==> src/rtl/drv8320_update_sched.sv <==
// Avalon-MM master that initialises the 4-servo DRV8320 PWM core and, on every
// measurement trigger, pushes the pending duty commands and commits them via TR.U_VALID.
module drv8320_update_sched #(
  parameter int unsigned PWM_PRES    = 9,
  parameter int unsigned PWM_HPERIOD = 4999,
  parameter logic [3:0]  DRV_EN_MASK = 4'hF
) (
  input  logic        clk,
  input  logic        reset_n,
  input  logic        enable,
  input  logic        trig,
  input  logic [3:0]  cmd_valid,
  input  logic [63:0] cmd_duty,
  output logic [5:0]  av_address,
  output logic [31:0] av_writedata,
  output logic        av_write_n,
  input  logic        av_waitrequest,
  output logic        busy,
  output logic        running,
  output logic        overrun,
  output logic [7:0]  overrun_cnt,
  input  logic        clr_overrun
);

  localparam int unsigned AW = 6;
  localparam int unsigned DW = 32;
  localparam int unsigned NS = 4;
  localparam int unsigned UW = 16;
  localparam int unsigned CW = 8;

  localparam logic [AW-1:0] ADDR_CR   = AW'(0);
  localparam logic [AW-1:0] ADDR_TR   = AW'(1);
  localparam logic [AW-1:0] ADDR_PRES = AW'(5);
  localparam logic [AW-1:0] ADDR_HP   = AW'(6);
  localparam logic [AW-1:0] ADDR_U0   = AW'(11);

  localparam logic [DW-1:0] CR_START  = DW'({DRV_EN_MASK, 9'h001});
  localparam logic [DW-1:0] TR_UVALID = DW'(1);

  typedef enum logic [2:0] {
    IDLE,
    INIT_PRES,
    INIT_HP,
    INIT_CR,
    WAIT_TRIG,
    WR_U,
    WR_TR,
    STOP
  } state_t;

  state_t state, state_n;
  logic [1:0] idx, idx_n;

  logic [NS-1:0][UW-1:0] shadow;
  logic [NS-1:0][UW-1:0] work;
  logic [NS-1:0]         pend;
  logic [NS-1:0]         wpend;

  logic [AW-1:0] addr_n;
  logic [DW-1:0] data_n;
  logic          write_n_n;
  logic          snap_c;
  logic          can_step;
  logic          ov_evt;

  // A slot may advance when no write is in flight or the in-flight one completes now.
  assign can_step = av_write_n | ~av_waitrequest;
  assign ov_evt   = trig & ((state == WR_U) | (state == WR_TR));

  // Next-state and next bus-cycle decode; bus outputs are registered from these.
  always_comb begin
    state_n   = state;
    idx_n     = idx;
    snap_c    = 1'b0;
    addr_n    = av_address;
    data_n    = av_writedata;
    write_n_n = can_step;

    case (state)
      IDLE: begin
        if (enable) begin
          state_n   = INIT_PRES;
          addr_n    = ADDR_PRES;
          data_n    = DW'(PWM_PRES);
          write_n_n = 1'b0;
        end
      end
      INIT_PRES: begin
        if (can_step) begin
          state_n   = INIT_HP;
          addr_n    = ADDR_HP;
          data_n    = DW'(PWM_HPERIOD);
          write_n_n = 1'b0;
        end
      end
      INIT_HP: begin
        if (can_step) begin
          state_n   = INIT_CR;
          addr_n    = ADDR_CR;
          data_n    = CR_START;
          write_n_n = 1'b0;
        end
      end
      INIT_CR: begin
        if (can_step) state_n = WAIT_TRIG;
      end
      WAIT_TRIG: begin
        if (trig) begin
          snap_c  = 1'b1;
          state_n = WR_U;
          idx_n   = 2'd0;
          if (pend[0]) begin
            addr_n    = ADDR_U0;
            data_n    = {16'h0, shadow[0]};
            write_n_n = 1'b0;
          end
        end
      end
      WR_U: begin
        if (can_step) begin
          if (idx == 2'd3) begin
            state_n   = WR_TR;
            addr_n    = ADDR_TR;
            data_n    = TR_UVALID;
            write_n_n = 1'b0;
          end else begin
            idx_n = idx + 2'd1;
            if (wpend[idx_n]) begin
              addr_n    = ADDR_U0 + AW'(idx_n);
              data_n    = {16'h0, work[idx_n]};
              write_n_n = 1'b0;
            end
          end
        end
      end
      WR_TR: begin
        if (can_step) state_n = WAIT_TRIG;
      end
      STOP: begin
        if (can_step) state_n = IDLE;
      end
      default: state_n = IDLE;
    endcase

    // Dropping enable abandons the sequence once any in-flight write has completed.
    if (!enable && can_step &&
        (state inside {INIT_PRES, INIT_HP, INIT_CR, WAIT_TRIG, WR_U, WR_TR})) begin
      state_n   = STOP;
      idx_n     = idx;
      snap_c    = 1'b0;
      addr_n    = ADDR_CR;
      data_n    = '0;
      write_n_n = 1'b0;
    end
  end

  always_ff @(posedge clk or negedge reset_n) begin
    if (!reset_n) begin
      state        <= IDLE;
      idx          <= 2'd0;
      av_address   <= '0;
      av_writedata <= '0;
      av_write_n   <= 1'b1;
      busy         <= 1'b0;
      running      <= 1'b0;
    end else begin
      state        <= state_n;
      idx          <= idx_n;
      av_address   <= addr_n;
      av_writedata <= data_n;
      av_write_n   <= write_n_n;
      busy         <= !((state_n == IDLE) || (state_n == WAIT_TRIG));
      running      <= (state_n inside {WAIT_TRIG, WR_U, WR_TR});
    end
  end

  // Command shadows; a strobe coinciding with a snapshot lands in the next period.
  always_ff @(posedge clk or negedge reset_n) begin
    if (!reset_n) begin
      shadow <= '0;
      work   <= '0;
      pend   <= '0;
      wpend  <= '0;
    end else begin
      if (snap_c) begin
        work  <= shadow;
        wpend <= pend;
      end
      for (int i = 0; i < NS; i++) begin
        if (cmd_valid[i]) shadow[i] <= cmd_duty[UW*i +: UW];
      end
      pend <= (snap_c ? '0 : pend) | cmd_valid;
    end
  end

  // Sticky overrun flag and saturating counter; clear takes priority over a new event.
  always_ff @(posedge clk or negedge reset_n) begin
    if (!reset_n) begin
      overrun     <= 1'b0;
      overrun_cnt <= '0;
    end else if (clr_overrun) begin
      overrun     <= 1'b0;
      overrun_cnt <= '0;
    end else if (ov_evt) begin
      overrun <= 1'b1;
      if (overrun_cnt != {CW{1'b1}}) overrun_cnt <= overrun_cnt + CW'(1);
    end
  end

endmodule

==> config.mk <==
export PLATFORM = sky130hd
export DESIGN_NAME = drv8320_update_sched
export DESIGN_NICKNAME = d
export VERILOG_FILES = /design/src/rtl/drv8320_update_sched.sv
export SDC_FILE = /design/constraint.sdc
export NUM_CORES = 1
export LEC_CHECK = 0
export ABC_AREA = 0
export CORE_MARGIN = 2
export CORE_UTILIZATION = 48
export DETAILED_ROUTE_END_ITERATION = 7
export PLACE_DENSITY = 0.72
export SKIP_CTS_REPAIR_TIMING = 1
export SYNTH_ARGS = -nofsm -noshare
export SYNTH_HDL_FRONTEND = slang
export SYNTH_SLANG_ARGS = --single-unit
==> constraint.sdc <==
create_clock -name clk -period 2.56 [get_ports clk]
set_input_delay 0.256 -clock clk [delete_from_list [all_inputs] [get_ports clk]]
set_output_delay 0.256 -clock clk [all_outputs]
set_load 0.01 [all_outputs]
==> reports/results.ini, run 1 <==
[synthesis]
synth-main-ff-cell=dfrtp_1
synth_top_family_by_area=multiplexers
synth_area_um2=7700
ys_ff_latch=173
synth_xor_area_frac=0.00894
synth.top_cells.by_area=dfrtp_1 (56%), mux2_2 (9.8%), mux2_1 (9.7%)
yosysTopAreaCell=dfrtp_1
synthMuxAreaShare=0.246
synth-seq-area-share=0.563
yosysMostFrequentCell=dfrtp_1
synth_simple_gate_area_frac=0.0618
synth_top_area_frac=0.559
synth_edf_count=0
synthAdderAreaFrac=0.00488
syn_avg_cell_area_um2=13.8
synth_compound_area_frac=0.0731
async_reset_ff_frac=1.00
synth_warnings=0
netlist_instances=559
synth_top_cells_by_count=dfrtp_1 (172), mux2_2 (67), mux2_1 (66)
yosysUniqueCellTypes=64

[cts]
cts_tree=yes
cts_buffer_depth=2
clkSinkCount=173
htreeDepth=4
worstSkewPairLatency_ns=0.43
cts_buffers=17
clkTransAtPathRegs_ns=0.06
cts-root-buf=clkbuf_16

[grt]
use_met3=0.0399
track_usage=0.212
grt_busiest_layer=met2
grtUsageMet2=0.342
grt_pass1_vias=4975
antenna_found_initial=0
met1_usage=0.291
grt_max_degree=68
gr-total-overflow=0
grt_pass1_wl_mm=26.8

[floorplan]
rows=46
design.core.area_um2=15800
die_y_um=131
ios=124
start_util=0.488
die_area_um2=17100
die_width_um=131

[drt]
drc=0
ant_nets=0
wl_mm=16.7
first_pass_iters=7
vias_per_cell=5.45
vias=4912
routedWlPerCell_um=18.5
drtIter0Drc=364

[worst_setup_path]
r2r_cells=5
setup.worst_path.end_class=flop
reg2reg_setup_slack_ns=0.22
endpoint=av_writedata[1]
crit_type=reg -> reg
critPathLaunchType=flop
reg2reg_from=state[0]
r2r_end=av_writedata[1]
cp.arrival_ns=2.69
cp.required_ns=2.91
startpoint=state[0]
path_max_fanout=22

[sta]
finalMaxSlewViolations=0
skew_ns=0.00581
final.setup.tns_ns=0
tightestPinTransition_ns=0.696
finalSetupViolCount=0
period_share=0.915
slew-limit-headroom=0.536
fin_crit_ns=2.34
hold_viol_final=0
max_freq_mhz=427
rsz0062_at_grt=false

[power]
p_clk_frac=0.246
peakVddDrop_mv=0.664
p_leak_nw=4.00
p_sw_frac=0.327
pwr-share-comb=0.346
p_switching_mw=3.34
powerDensity_nw_per_um2=1060
p_int_mw=6.86
seqPwrFrac=0.408

[cells_and_area]
drive_above_1_share=0.228
fin_cells=901
nNetsFinal=749
n_antenna_cell=0
area_growth_pct=24.5

[status]
status=finished, final reports clean

[place]
place_hpwl_mm=11.7
gp_congestion=0.880
dp_cells=868
portBuffers=105

[min_path]
hp-class=in -> async

[run]
drv_cap=0

-- layout by cell type (no fill, tap or decap), types with 2 or more instances in the layout --
cell               n
mux4_2            17
a21oi_1           11
buf_4             18
clkbuf_8           3
and3_1             3
a22o_1             2
or3_1              4
dfrtp_1          172
a31oi_1            2
o31ai_1            7
clkdlybuf4s50_1  104
inv_1              5
buf_12             4
nor3_1             6
xnor2_1            5
o21ai_0           11
a211oi_1           3
nand2_1           29
clkbuf_16         17
mux2_1            66
or2_2              2
nor2_1            20
nand3_1            4
mux2_2            67
a21o_1             5
clkinvlp_4         3
ha_1               3
a21boi_0           2
and2_1             2
nor2b_1            3
o21ai_1            7
clkinv_2           3
inv_6              3
o221ai_1           2
nand3_2            2
conb_1            18
nand2b_1           4
a221oi_1           4
a22oi_1            9
-- state kept, by name, summed over array words and instances (netlist names) --
name,count
av_write_n,1
pend,4
state,3
busy,1
idx,2
running,1
overrun_cnt,8
av_writedata,16
shadow,64
overrun,1
wpend,4
av_address,4
work,64
-- final cells by class --
| cell class | instances | area, um^2 |
|---|---|---|
| clock buffer | 21 | 470 |
| clock inverter | 11 | 105 |
| fill | 1241 | 6180 |
| inverter | 6 | 22.5 |
| multi-input combinational | 346 | 3110 |
| sequential | 173 | 4330 |
| tap | 216 | 270 |
| timing repair buffer | 128 | 1280 |
-- power by group through the flow --
stage,clock network [mW],registers (mW),logic (mW)
floorplan,0,4.02,2.42
global placement,0,4.17,3.43
detailed placement,0,4.21,3.52
CTS,2.56,4.16,3.55
global route,2.68,4.27,3.85
finish,2.51,4.16,3.52
-- critical path, stage by stage, from the launching register on --
cell and delay, ns:
dfrtp_1 0.79, nor4b_1 0.18, a211oi_2 0.42, nand3_2 0.19, or4_4 0.50, o21ai_1 0.18
-- per-layer routing --
| metal | wire length (um) | part of all wire |
|---|---|---|
| met3 | 769 | 0.046 |
| met5 | 0 | 0 |
| met4 | 285 | 0.017 |
| met1 | 7400 | 0.44 |
| met2 | 8220 | 0.49 |
-- worst min-delay path by stage --
stage / from / end / slack [ns] / cells after the start
floorplan: reset_n / av_address[0] / -0.04 / 0
global placement: reset_n / shadow[55] / 0.26 / 1
detailed placement: reset_n / shadow[55] / 0.27 / 1
CTS: reset_n / shadow[55] / -0.19 / 1
global route: reset_n / shadow[55] / 0.40 / 2
finish: reset_n / shadow[55] / 0.36 / 2
-- stage by stage --
stage                     instance area, um^2  hold WS (ns)  total power, mW   util  setup slack [ns]
after floorplan                          7760       -0.0396             6.44      -            0.0968
after global placement                   9000         0.260             7.61  0.571             0.289
after detailed placement                 9000         0.270             7.73  0.571             0.167
after CTS                                9580        -0.187             10.3  0.607             0.215
after global routing                     9590         0.397             10.8  0.608            0.0569
final                                    9590         0.359             10.2  0.608             0.219
-- kinds of logic after synthesis --
family	after synthesis
simple gates	90
flops	173
fa+ha+maj	3
xor+xnor	7
other cells	1
compound gates	77
mux	151
buf+inv	57
Power figures use the tool's default switching activity.
==> run 2: changes to the inputs <==
--- a/config.mk
+++ b/config.mk
@@ -6,10 +6,12 @@
 export NUM_CORES = 1
 export LEC_CHECK = 0
 export ABC_AREA = 0
+export CAP_MARGIN = 20
 export CORE_MARGIN = 2
 export CORE_UTILIZATION = 48
+export CTS_CLUSTER_SIZE = 25
 export DETAILED_ROUTE_END_ITERATION = 7
-export PLACE_DENSITY = 0.72
+export PLACE_DENSITY = 0.77
 export SKIP_CTS_REPAIR_TIMING = 1
 export SYNTH_ARGS = -nofsm -noshare
 export SYNTH_HDL_FRONTEND = slang
==> reports/results.ini, run 2 (synthesized netlist as in run 1, its figures left out) <==
[status]
status=finished, final reports clean

[drt]
ant_nets=0
first_pass_iters=5
routedWlPerCell_um=18.7
vias_per_cell=5.53
wl_met3_um=818
top_layer=met4
wl_met2_mm=8.51
drtIter0Drc=362
vias=4985
wl_mm=16.9
drt-met1-wl_mm=7.24
drc=0

[power]
peakVddDrop_mv=0.649
powerDensity_nw_per_um2=1080
pwr-share-comb=0.344
power.total_mw=10.4
p_switching_mw=3.32
p_leak_nw=4.02
seqPwrFrac=0.404
p_int_mw=7.04
p_sw_frac=0.320
p_clk_frac=0.252

[worst_setup_path]
critPathLaunchType=flop
path_max_fanout=20
cp.required_ns=2.89
cp.arrival_ns=2.61
crit_type=reg -> reg
setup.worst_path.end_class=flop

[grt]
gr-total-overflow=0
track_usage=0.214
grt_max_degree=63
grt_pass1_vias=5070
antenna_found_initial=0
grt_pass1_wl_mm=27.3

[cts]
cts_buffers=17
cts_tree=yes
clkSinkCount=173
clkTransAtPathRegs_ns=0.06
htreeDepth=4
cts_buffer_depth=2
worstSkewPairLatency_ns=0.43
cts-root-buf=clkbuf_16

[place]
place_hpwl_mm=12.0
portBuffers=105
gp_congestion=0.860

[sta]
tightestPinTransition_ns=0.641
final.setup.tns_ns=0
period_share=0.891
finalSetupViolCount=0
hold_viol_final=0
max_freq_mhz=438
fin_crit_ns=2.28
slew-limit-headroom=0.573
holdWs_ns=0.366
finalMaxSlewViolations=0
rsz0062_at_grt=false
skew_ns=0.00885

[floorplan]
start_util=0.488
design.core.area_um2=15800
die_y_um=131
die_width_um=131
rows=46
ios=124
die_area_um2=17100

[min_path]
hp-class=in -> async

[run]
drv_cap=0

[cells_and_area]
final_common_cell=dfrtp_1
n_antenna_cell=0
nNetsFinal=751
mostFrequentLayoutCells=dfrtp_1 (172), clkdlybuf4s50_1 (104), mux2_2 (67)
drive_above_1_share=0.228
area_growth_pct=24.8
top_regs=shadow x64, work x64, av_writedata x16

run 2: area by class of cell:
class	count	area, um^2
Sequential cell	173	4330
Timing Repair Buffer	130	1280
Clock inverter	10	139
Fill cell	1226	6160
Clock buffer	20	457
Multi-Input combinational cell	346	3110
Inverter	6	22.5
Tap cell	216	270
run 2: critical path, cell delays in order, from the launching register on:
cell,delay [ns]
dfrtp_1,0.75
nor4bb_1,0.51
a211oi_2,0.14
a31oi_4,0.43
buf_12,0.20
nand2_1,0.07
o31ai_1,0.07
run 2: power by group through the flow:
stage | Clock, mW | Sequential (mW) | Combinational [mW]
2_1_floorplan | 0 | 4.02 | 2.42
3_3_place_gp | 0 | 4.16 | 3.44
3_5_place_dp | 0 | 4.22 | 3.54
4_1_cts | 2.64 | 4.19 | 3.59
5_1_grt | 2.77 | 4.28 | 3.89
6_report | 2.61 | 4.19 | 3.56
run 2: through the flow:
step | utilization | worst slack, ns | area (um^2) | cells
floorplan | - | 0.0968 | 7760 | 576
global placement | 0.571 | 0.280 | 9000 | 870
detailed placement | 0.571 | 0.157 | 9000 | 870
CTS | 0.609 | 0.319 | 9600 | 900
global route | 0.609 | 0.155 | 9610 | 901
finish | 0.609 | 0.279 | 9610 | 901
run 2: worst paths after layout:
path | cells past startpoint | end | slack, ns | startpoint
max in group asynchronous | 3 | overrun_cnt[1] | 1.41 | reset_n
hold / removal | 2 | shadow[24] | 0.37 | reset_n
hold reg to reg | 2 | av_writedata[15] | 0.48 | av_writedata[15]
setup reg to reg | 6 | av_writedata[5] | 0.28 | state[0]
min in group clk | 2 | shadow[51] | 0.44 | cmd_duty[51]
setup / recovery | 6 | av_writedata[5] | 0.28 | state[0]
run 2: routing by layer:
metal | vias up | GRT usage
li1 | 2229 | -
met1 | 2549 | 0.292
met2 | 180 | 0.352
met3 | 27 | 0.0375
met4 | 0 | 0.0738
met5 | - | 0
==> run 3: changes to the inputs <==
--- a/config.mk
+++ b/config.mk
@@ -7,11 +7,13 @@
 export LEC_CHECK = 0
 export ABC_AREA = 0
 export CAP_MARGIN = 20
+export CELL_PAD_IN_SITES_DETAIL_PLACEMENT = 0
+export CELL_PAD_IN_SITES_GLOBAL_PLACEMENT = 1
 export CORE_MARGIN = 2
-export CORE_UTILIZATION = 48
+export CORE_UTILIZATION = 40
 export CTS_CLUSTER_SIZE = 25
 export DETAILED_ROUTE_END_ITERATION = 7
-export PLACE_DENSITY = 0.77
+export PLACE_DENSITY = 0.78
 export SKIP_CTS_REPAIR_TIMING = 1
 export SYNTH_ARGS = -nofsm -noshare
 export SYNTH_HDL_FRONTEND = slang
==> reports/results.ini, run 3 (synthesized netlist as in run 1, its figures left out) <==
[floorplan]
rows=50
design.core.area_um2=18800
ios=124
start_util=0.410
die_area_um2=20400
die_width_um=143
die_y_um=143

[cts]
htreeDepth=4
cts_buffers=17
worstSkewPairLatency_ns=0.42
clkTransAtPathRegs_ns=0.06
clkSinkCount=173
cts_tree=yes
cts_buffer_depth=2
cts-root-buf=clkbuf_16

[drt]
vias=4851
drc=0
routedWlPerCell_um=19.1
vias_per_cell=5.29
drtIter0Drc=298
ant_nets=0
wl_mm=17.5
first_pass_iters=4

[power]
p_leak_nw=3.99
powerDensity_nw_per_um2=1070
peakVddDrop_mv=0.616
power.total_mw=10.3

[grt]
grt_pass1_vias=5077
grtUsageMet2=0.301
use_met3=0.0419
antenna_found_initial=0
gr-total-overflow=0
track_usage=0.184
grt_busiest_layer=met2
met1_usage=0.247
grt_pass1_wl_mm=28.2
grt_max_degree=61

[sta]
fin_crit_ns=2.29
max_freq_mhz=437
tightestPinTransition_ns=0.873
finalMaxSlewViolations=0
hold_viol_final=0
skew_ns=0.00782
rsz0062_at_grt=false
slew-limit-headroom=0.416
final.setup.tns_ns=0
finalSetupViolCount=0
period_share=0.895

[cells_and_area]
mostFrequentLayoutCells=dfrtp_1 (172), clkdlybuf4s50_1 (104), mux2_2 (67)
area_growth_pct=24.6
drive_above_1_share=0.218
nNetsFinal=749
fin_cells=917
final_common_cell=dfrtp_1
n_antenna_cell=0
top_regs=shadow x64, work x64, av_writedata x16

[run]
drv_cap=0

[min_path]
hp-class=in -> async

[place]
portBuffers=105
place_hpwl_mm=12.4
dp_cells=886
gp_congestion=0.876

[worst_setup_path]
cp.arrival_ns=2.64
path_max_fanout=19
cp.required_ns=2.91
critPathLaunchType=flop
setup.worst_path.end_class=flop
crit_type=reg -> reg

[status]
status=finished, final reports clean

==> run 3: cell types whose count changed in the layout (fill, tap and decap cells not counted), sizes merged <==
cell	delta
clkbuf	+4
clkinv	-4
buf	-2
clkinvlp	+1
inv	-1
==> run 3: layer usage <==
| metal | vias to the layer above | routed length, um |
|---|---|---|
| li1 | 2222 | - |
| met1 | 2487 | 7840 |
| met2 | 126 | 8670 |
| met3 | 16 | 766 |
| met4 | 0 | 204 |
| met5 | - | 0 |
==> run 3: path summary, 6_finish.rpt <==
check                           slack (ns)  cells after the start         endpoint         start
worst max-delay path                  0.27                      5  av_writedata[7]      state[1]
worst min-delay path                  0.33                      2       shadow[19]       reset_n
worst max register to register        0.27                      5  av_writedata[7]      state[1]
worst min register to register        0.47                      1          pend[2]       pend[2]
max in group asynchronous             1.39                      3         work[51]       reset_n
min in group clk                      0.44                      2       shadow[19]  cmd_duty[19]
==> run 3: area by class of cell <==
type,instances,area [um^2]
Multi-Input combinational cell,346,3110
Clock inverter,6,111
Sequential cell,173,4330
Clock buffer,24,462
Inverter,6,22.5
Tap cell,234,293
Fill cell,1576,9170
Timing Repair Buffer,128,1260
==> run 3: worst max-delay path, stage by stage, from the launching register on <==
cell and delay, ns:
dfrtp_1 0.77, nor4_1 0.17, a211oi_2 0.42, nand3_2 0.22, or4_4 0.50, o21ai_1 0.15
==> run 3: metrics by stage <==
stage                     area, um^2  utilization  setup WS, ns  hold slack (ns)
after floorplan                 7760            -        0.0968          -0.0396
after global placement          9010        0.480         0.254            0.224
after detailed placement        9010        0.480         0.144            0.231
after CTS                       9580        0.511         0.265           -0.230
after global routing            9590        0.511        0.0925            0.388
final                           9590        0.511         0.269            0.331
==> run 3: power by group <==
part	leakage, nW	switching (mW)	internal, mW	total (mW)
combinational	1.64	1.70	1.85	3.54
sequential	2.07	0.622	3.59	4.22
clock	0.275	0.997	1.55	2.55
